**src/rtl/fetch_sequencer.sv**
```systemverilog
`default_nettype none
// ============================================================================
//  Module      : fetch_sequencer
//  Description : Instruction fetch sequencer for the mini computer's 18-bit
//                instruction ROM. Owns the program counter, issues one ROM
//                read at a time and presents each fetched instruction to the
//                decode stage over a valid/ready handshake. Supports
//                sequential wrap-around fetch, decoder-driven jumps,
//                halt/resume and a saturating retired-instruction counter.
//  Revision    : 1.0  initial release
// ----------------------------------------------------------------------------
//  Ports
//    clk          in   rising-edge clock
//    rst          in   synchronous active-high reset
//    start        in   leave IDLE/HALTED and begin fetching at current PC
//    halt_req     in   stop after the instruction in flight is consumed
//    mem_en       out  ROM read strobe (one cycle per fetch)
//    mem_addr     out  ROM read address, holds last issued address
//    mem_data     in   ROM read data, valid the cycle after mem_en
//    instr_valid  out  instr/instr_pc hold a fetched instruction
//    instr_ready  in   decoder accepts the instruction this cycle
//    instr        out  fetched instruction
//    instr_pc     out  address the instruction was fetched from
//    jmp_valid    in   redirect, sampled only on a handshake
//    jmp_addr     in   redirect target
//    running      out  fetch in progress
//    halted       out  stopped after a halt request
//    retired      out  completed handshakes, saturating at all-ones
// ============================================================================
module fetch_sequencer #(
    parameter int ADDR_W     = 3,
    parameter int INSTR_W    = 18,
    parameter int START_ADDR = 0,
    parameter int CNT_W      = 16
) (
    input  logic               clk,
    input  logic               rst,
    input  logic               start,
    input  logic               halt_req,
    output logic               mem_en,
    output logic [ADDR_W-1:0]  mem_addr,
    input  logic [INSTR_W-1:0] mem_data,
    output logic               instr_valid,
    input  logic               instr_ready,
    output logic [INSTR_W-1:0] instr,
    output logic [ADDR_W-1:0]  instr_pc,
    input  logic               jmp_valid,
    input  logic [ADDR_W-1:0]  jmp_addr,
    output logic               running,
    output logic               halted,
    output logic [CNT_W-1:0]   retired
);

    // ------------------------------------------------------------------------
    // Constants
    // ------------------------------------------------------------------------
    localparam logic [ADDR_W-1:0] C_START_PC = ADDR_W'(START_ADDR);
    localparam logic [ADDR_W-1:0] C_PC_ONE   = ADDR_W'(1);
    localparam logic [CNT_W-1:0]  C_CNT_ONE  = CNT_W'(1);

    typedef enum logic [2:0] {
        S_IDLE   = 3'd0,
        S_ISSUE  = 3'd1,
        S_WAIT   = 3'd2,
        S_HOLD   = 3'd3,
        S_HALTED = 3'd4
    } state_t;

    // ------------------------------------------------------------------------
    // State and registered outputs
    // ------------------------------------------------------------------------
    state_t               state_q;
    logic [ADDR_W-1:0]    pc_q;
    logic                 halt_pend_q;
    logic                 mem_en_q;
    logic [ADDR_W-1:0]    mem_addr_q;
    logic                 instr_valid_q;
    logic [INSTR_W-1:0]   instr_q;
    logic [ADDR_W-1:0]    instr_pc_q;
    logic                 running_q;
    logic                 halted_q;
    logic [CNT_W-1:0]     retired_q;

    // Next-value helpers
    logic [ADDR_W-1:0]    pc_d;
    logic [CNT_W-1:0]     retired_d;
    logic                 handshake;
    logic                 stop_after;

    // instr_valid_q is only ever set while in HOLD, so this is the HOLD-state
    // handshake without needing a state compare.
    assign handshake  = instr_valid_q & instr_ready;

    // A halt request seen on the handshake cycle itself counts as well.
    assign stop_after = halt_pend_q | halt_req;

    always_comb begin
        // The add is ADDR_W bits wide, so the last ROM address rolls to 0.
        pc_d      = jmp_valid ? jmp_addr : (pc_q + C_PC_ONE);
        retired_d = (&retired_q) ? retired_q : (retired_q + C_CNT_ONE);
    end

    // ------------------------------------------------------------------------
    // Sequencer FSM with registered outputs
    // ------------------------------------------------------------------------
    always_ff @(posedge clk) begin
        if (rst) begin
            state_q       <= S_IDLE;
            pc_q          <= C_START_PC;
            halt_pend_q   <= 1'b0;
            mem_en_q      <= 1'b0;
            mem_addr_q    <= C_START_PC;
            instr_valid_q <= 1'b0;
            instr_q       <= '0;
            instr_pc_q    <= '0;
            running_q     <= 1'b0;
            halted_q      <= 1'b0;
            retired_q     <= '0;
        end else begin
            case (state_q)
                // Idle and halted both wait for start; a simultaneous
                // halt_req is simply not looked at here.
                S_IDLE, S_HALTED: begin
                    if (start) begin
                        state_q    <= S_ISSUE;
                        mem_en_q   <= 1'b1;
                        mem_addr_q <= pc_q;
                        running_q  <= 1'b1;
                        halted_q   <= 1'b0;
                    end
                end

                // Read strobe was raised on entry; drop it after one cycle.
                S_ISSUE: begin
                    mem_en_q <= 1'b0;
                    state_q  <= S_WAIT;
                    if (halt_req) begin
                        halt_pend_q <= 1'b1;
                    end
                end

                // ROM data for the issued address is on mem_data now.
                S_WAIT: begin
                    instr_q       <= mem_data;
                    instr_pc_q    <= pc_q;
                    instr_valid_q <= 1'b1;
                    state_q       <= S_HOLD;
                    if (halt_req) begin
                        halt_pend_q <= 1'b1;
                    end
                end

                // Present the instruction until the decoder takes it.
                S_HOLD: begin
                    if (handshake) begin
                        retired_q     <= retired_d;
                        pc_q          <= pc_d;
                        instr_valid_q <= 1'b0;
                        if (stop_after) begin
                            state_q     <= S_HALTED;
                            halt_pend_q <= 1'b0;
                            running_q   <= 1'b0;
                            halted_q    <= 1'b1;
                        end else begin
                            // Issue the next fetch straight from the new PC.
                            state_q    <= S_ISSUE;
                            mem_en_q   <= 1'b1;
                            mem_addr_q <= pc_d;
                        end
                    end else if (halt_req) begin
                        halt_pend_q <= 1'b1;
                    end
                end

                default: begin
                    state_q       <= S_IDLE;
                    mem_en_q      <= 1'b0;
                    instr_valid_q <= 1'b0;
                    running_q     <= 1'b0;
                    halted_q      <= 1'b0;
                    halt_pend_q   <= 1'b0;
                end
            endcase
        end
    end

    // ------------------------------------------------------------------------
    // Output assignments
    // ------------------------------------------------------------------------
    assign mem_en      = mem_en_q;
    assign mem_addr    = mem_addr_q;
    assign instr_valid = instr_valid_q;
    assign instr       = instr_q;
    assign instr_pc    = instr_pc_q;
    assign running     = running_q;
    assign halted      = halted_q;
    assign retired     = retired_q;

endmodule
`default_nettype wire
```
**config.mk**
```make
export PLATFORM = sky130hd
export DESIGN_NAME = fetch_sequencer
export DESIGN_NICKNAME = d
export VERILOG_FILES = /design/src/rtl/fetch_sequencer.sv
export SDC_FILE = /design/constraint.sdc
export NUM_CORES = 1
export LEC_CHECK = 0
export BUFFER_PORTS_ARGS = -buffer_cell sky130_fd_sc_hd__buf_2
export CAP_MARGIN = 10
export CELL_PAD_IN_SITES_DETAIL_PLACEMENT = 1
export CELL_PAD_IN_SITES_GLOBAL_PLACEMENT = 1
export CORE_MARGIN = 8
export CORE_UTILIZATION = 39
export DETAILED_ROUTE_END_ITERATION = 10
export GPL_ROUTABILITY_DRIVEN = 0
export GPL_TIMING_DRIVEN = 0
export PLACE_DENSITY = 0.94
export SLEW_MARGIN = 20
export SYNTH_ARGS = -nofsm -noshare
export SYNTH_HDL_FRONTEND = slang
export SYNTH_SLANG_ARGS = --single-unit
export TNS_END_PERCENT = 10
```
**constraint.sdc**
```tcl
create_clock -name clk -period 3.4 [get_ports clk]
set_input_delay 0.17 -clock clk [delete_from_list [all_inputs] [get_ports clk]]
set_output_delay 0.17 -clock clk [all_outputs]
set_load 0.03 [all_outputs]
```
==> metrics.md <==
| Metric | Value |
|---|---|
| Total gr overflow | `0` |
| Post-synthesis mux area share | `0.02829` |
| Pwr per Cell Area | `489.4 nW/um2` |
| Commonest non-fill, non-tap cells in the layout | `buf_2, nand2_1, dfxtp_1` |
| CTS tree | `built` |
| Dominant register cell in the synthesized netlist | `dfxtp_1` |
| Final nets | `389` |
| Syn_area_per_cell | `8.098 um2` |
| Ant. Diodes | `0` |
| Crit path required time | `3.60 ns` |
| Fraction of layout cells with a size suffix above 1 | `0.2632` |
| Hold path depth | `3` |
| Inst Count DP | `428` |
| Largest family of logic cells by synthesized area | `simple AND/OR/NAND/NOR gates` |
| Sequential group share of total power | `0.473` |
| DRC | `0` |
| Max FO, Critical Path | `10` |
| Die height | `92.79 um` |
| Reg2Reg Capture Point | `retired[11]` |
| Sw Ratio | `0.3159` |
| Hold Worst Slack | `0.09047 ns` |
| P_leak | `0.001167 uW` |
| Total track usage | `0.1688` |
| Clock power share | `0.307` |
| Vias in the first global route | `2,545` |
| Initial core utilization | `0.3954` |
| Reg2reg path depth | `6` |
| Syn_nets | `313` |
| Core area | `5816 um2` |
| RSZ-0062 raised after global routing | `false` |
| Yosys warnings | `0` |
| Hold Path Sink | `instr[1]` |
| EDFF count, synth | `0` |
| Synth Area in XOR/XNOR | `0` |
| CTS root buf | `clkbuf_8` |
| Hold Startpoint | `mem_data[1]` |
| Antenna violations before repair | `0` |
| Port bufs | `69` |
| Chip Width | `92.79 um` |
| Final Cycle Share | `0.6602` |
| Post-synth ARST share | `0` |
| Crit end category | `flop` |
| Routed WL | `7222 um` |
| # fillers | `762` |
| Setup TNS | `0 ns` |
| Routed via count | `2,340` |
| Minimum clock period | `2.245 ns` |
| Die ar. | `8610 um2` |
| Hold Fails Final Rpt | `0` |
| Commonest non-fill, non-tap cell in the layout | `buf_2` |
| Routed wire per std cell | `16.56 um` |
| P&R area growth vs syn | `23.99%` |
| Adder-Cell Fraction of Synth Area | `0.01088` |
| Post-cts sizing count | `0` |
| Post-DP HPWL | `5585 um` |
| Final setup viols | `0` |
| Internal Power | `954.6 uW` |
| Simple-Gate Fraction of Synth Area | `0.2835` |
| CP arrival | `2.45 ns` |
| Post-CTS Hold Buffers | `0` |
| Max_cap viols | `0` |
| Comb pwr share | `0.219` |
| Worst min path class | `input pin to flop` |
| Max-slew violation count | `0` |
| Critical Path Stages | `6` |
| Non-Filler Instances | `436` |
| Number of distinct library cells after synthesis | `45` |
| H-tree Lvls | `2` |
| Worst Path Buf+Inv | `1` |
| Pre-Repair DR Iteration Count | `4` |
| Startpoint Class | `flop` |
| Number of core rows | `28` |
| P_sw | `440.8 uW` |
| CTS sink count | `51` |
| Worst setup path class | `flop to flop` |
| Peak VDD IR | `0.2032 mV` |
| Worst Tran Pin Value | `0.5352 ns` |
| CP max stage delay | `0.56 ns` |
| Top delay family on crit path | `simple AND/OR/NAND/NOR gates` |
| First-pass GRT wire length | `11,980 um` |
| Synth Register Bits | `51` |
| Worst-path clk slew | `0.10 ns` |
| Synthesized instance count | `284` |
| Largest net degree at the start of global routing | `17` |
| Clk buf depth | `2` |
| Later-pin clock latency in the skew report | `0.31 ns` |
| Total CTS buffers | `5` |
| Peak Freq | `0.4455 GHz` |
| Complex-gate fraction of the synthesized area | `0.1959` |
| Avg Vias per Cell | `5.367` |
| Syn Std Cell Area | `2300 um2` |
| Post-CTS setup repair buffer count | `0` |
| Post-Route Skew | `0.008803 ns` |
| Seq/Total Area, Yosys | `0.4440` |
| I/O pin count | `71` |
| Crit Reg-Reg Startpoint | `retired[0]` |
| R2R Setup Slk | `1.16 ns` |
| Slowest cell on the critical path | `nor4_2` |
| Slew margin rel. | `0.6402` |
| Post-route ant nets | `0` |
| Status | `completed` |
| Critical-path cell list | `ha_1, nand4_1, nor4_2, clkbuf_1, nor3_1, mux2_2` |
| Initial DRC Count | `87` |
per-layer routing:
metal,vias to the layer above,global-route usage,wire length [um]
met1,1112,0.1836,3059
met3,9,0.04693,437
met4,0,0.04832,76
met5,-,0,0
li1,1164,-,-
met2,55,0.3095,3648
power groups by stage:
stage / registers (uW) / clock network, uW / logic [uW]
floorplan: 729 / 0 / 152
global placement: 671 / 0 / 294
detailed placement: 674 / 0 / 305
CTS: 661 / 440 / 307
global route: 666 / 458 / 332
finish: 660 / 429 / 306
flip-flops by register name (all words and copies together), names as in the netlist:
name / count
state_q: 3
mem_en: 1
retired: 16
instr_pc: 3
instr_valid: 1
mem_addr: 3
running: 1
pc_q: 3
halt_pend_q: 1
halted: 1
instr: 18
logic make-up (layout without fill, tap and decap cells):
kind of cell    count (synthesis)  after routing
compound gates                 76             76
fa+ha+maj                       2              2
buf+inv                        21             98
flops                          51             51
mux                             6              6
simple gates                  128            128
worst max path at each step:
stage	startpoint	slack, ns	to
after global placement	retired[0]	1.22	retired[11]
after CTS	retired[0]	1.12	retired[11]
final	retired[0]	1.16	retired[11]
after detailed placement	retired[0]	1.13	retired[11]
after global routing	retired[0]	0.99	retired[11]
after floorplan	instr_valid	1.32	retired[9]
synth_stat cells, types with 2 or more instances:
cell type  count  area share
nand4_1        8       0.022
nor2_1        17       0.028
inv_1          4      0.0065
nand3_1        4      0.0087
or4_1          3      0.0098
dfxtp_1       51        0.44
clkbuf_1      13       0.021
nand2b_1       3      0.0082
buf_2          2      0.0044
nor4b_1        2      0.0076
mux2_2         4       0.020
a31oi_1        3      0.0082
o31ai_1        3      0.0098
a21oi_1       40       0.087
ha_1           2       0.011
mux2i_1        2      0.0087
a31o_2         2      0.0076
a211oi_1      10       0.033
o21ai_0       10       0.022
or2_2          2      0.0054
or3_1          5       0.014
nor2b_1        5       0.014
nor3_1         9       0.020
nand2_1       58       0.095
and4bb_2       2       0.011
worst register-to-register path: cells and delay by family, from the launching register on:
kind,cells,cell delay (ns)
flip-flops,1,0.43
AND/OR/NAND/NOR,3,0.82
adder cells (fa/ha/maj),1,0.25
buffers and inverters,1,0.38
multiplexers,1,0.27
through the flow:
stage,utilization,total power [uW],instance area [um2],worst slack (ns)
after CTS,0.4903,1408,2851,1.116
after global placement,0.4710,964.9,2739,1.223
after global routing,0.4903,1456,2851,0.9860
after detailed placement,0.4710,978.9,2739,1.131
after floorplan,-,881.1,2300,1.317
final,0.4903,1395,2851,1.155
cell type report:
type | instances | area (um2) | area share
buffer | 17 | 71.32 | 0.02501
clock inverter | 3 | 43.79 | 0.01536
inverter | 4 | 15.01 | 0.005265
tap | 75 | 93.84 | 0.03291
sequential | 51 | 1021 | 0.3581
timing repair buffer | 69 | 345.3 | 0.1211
clock buffer | 5 | 68.82 | 0.02413
multi-input combinational | 212 | 1192 | 0.4182
No activity file was read; power rests on OpenSTA's default activity.
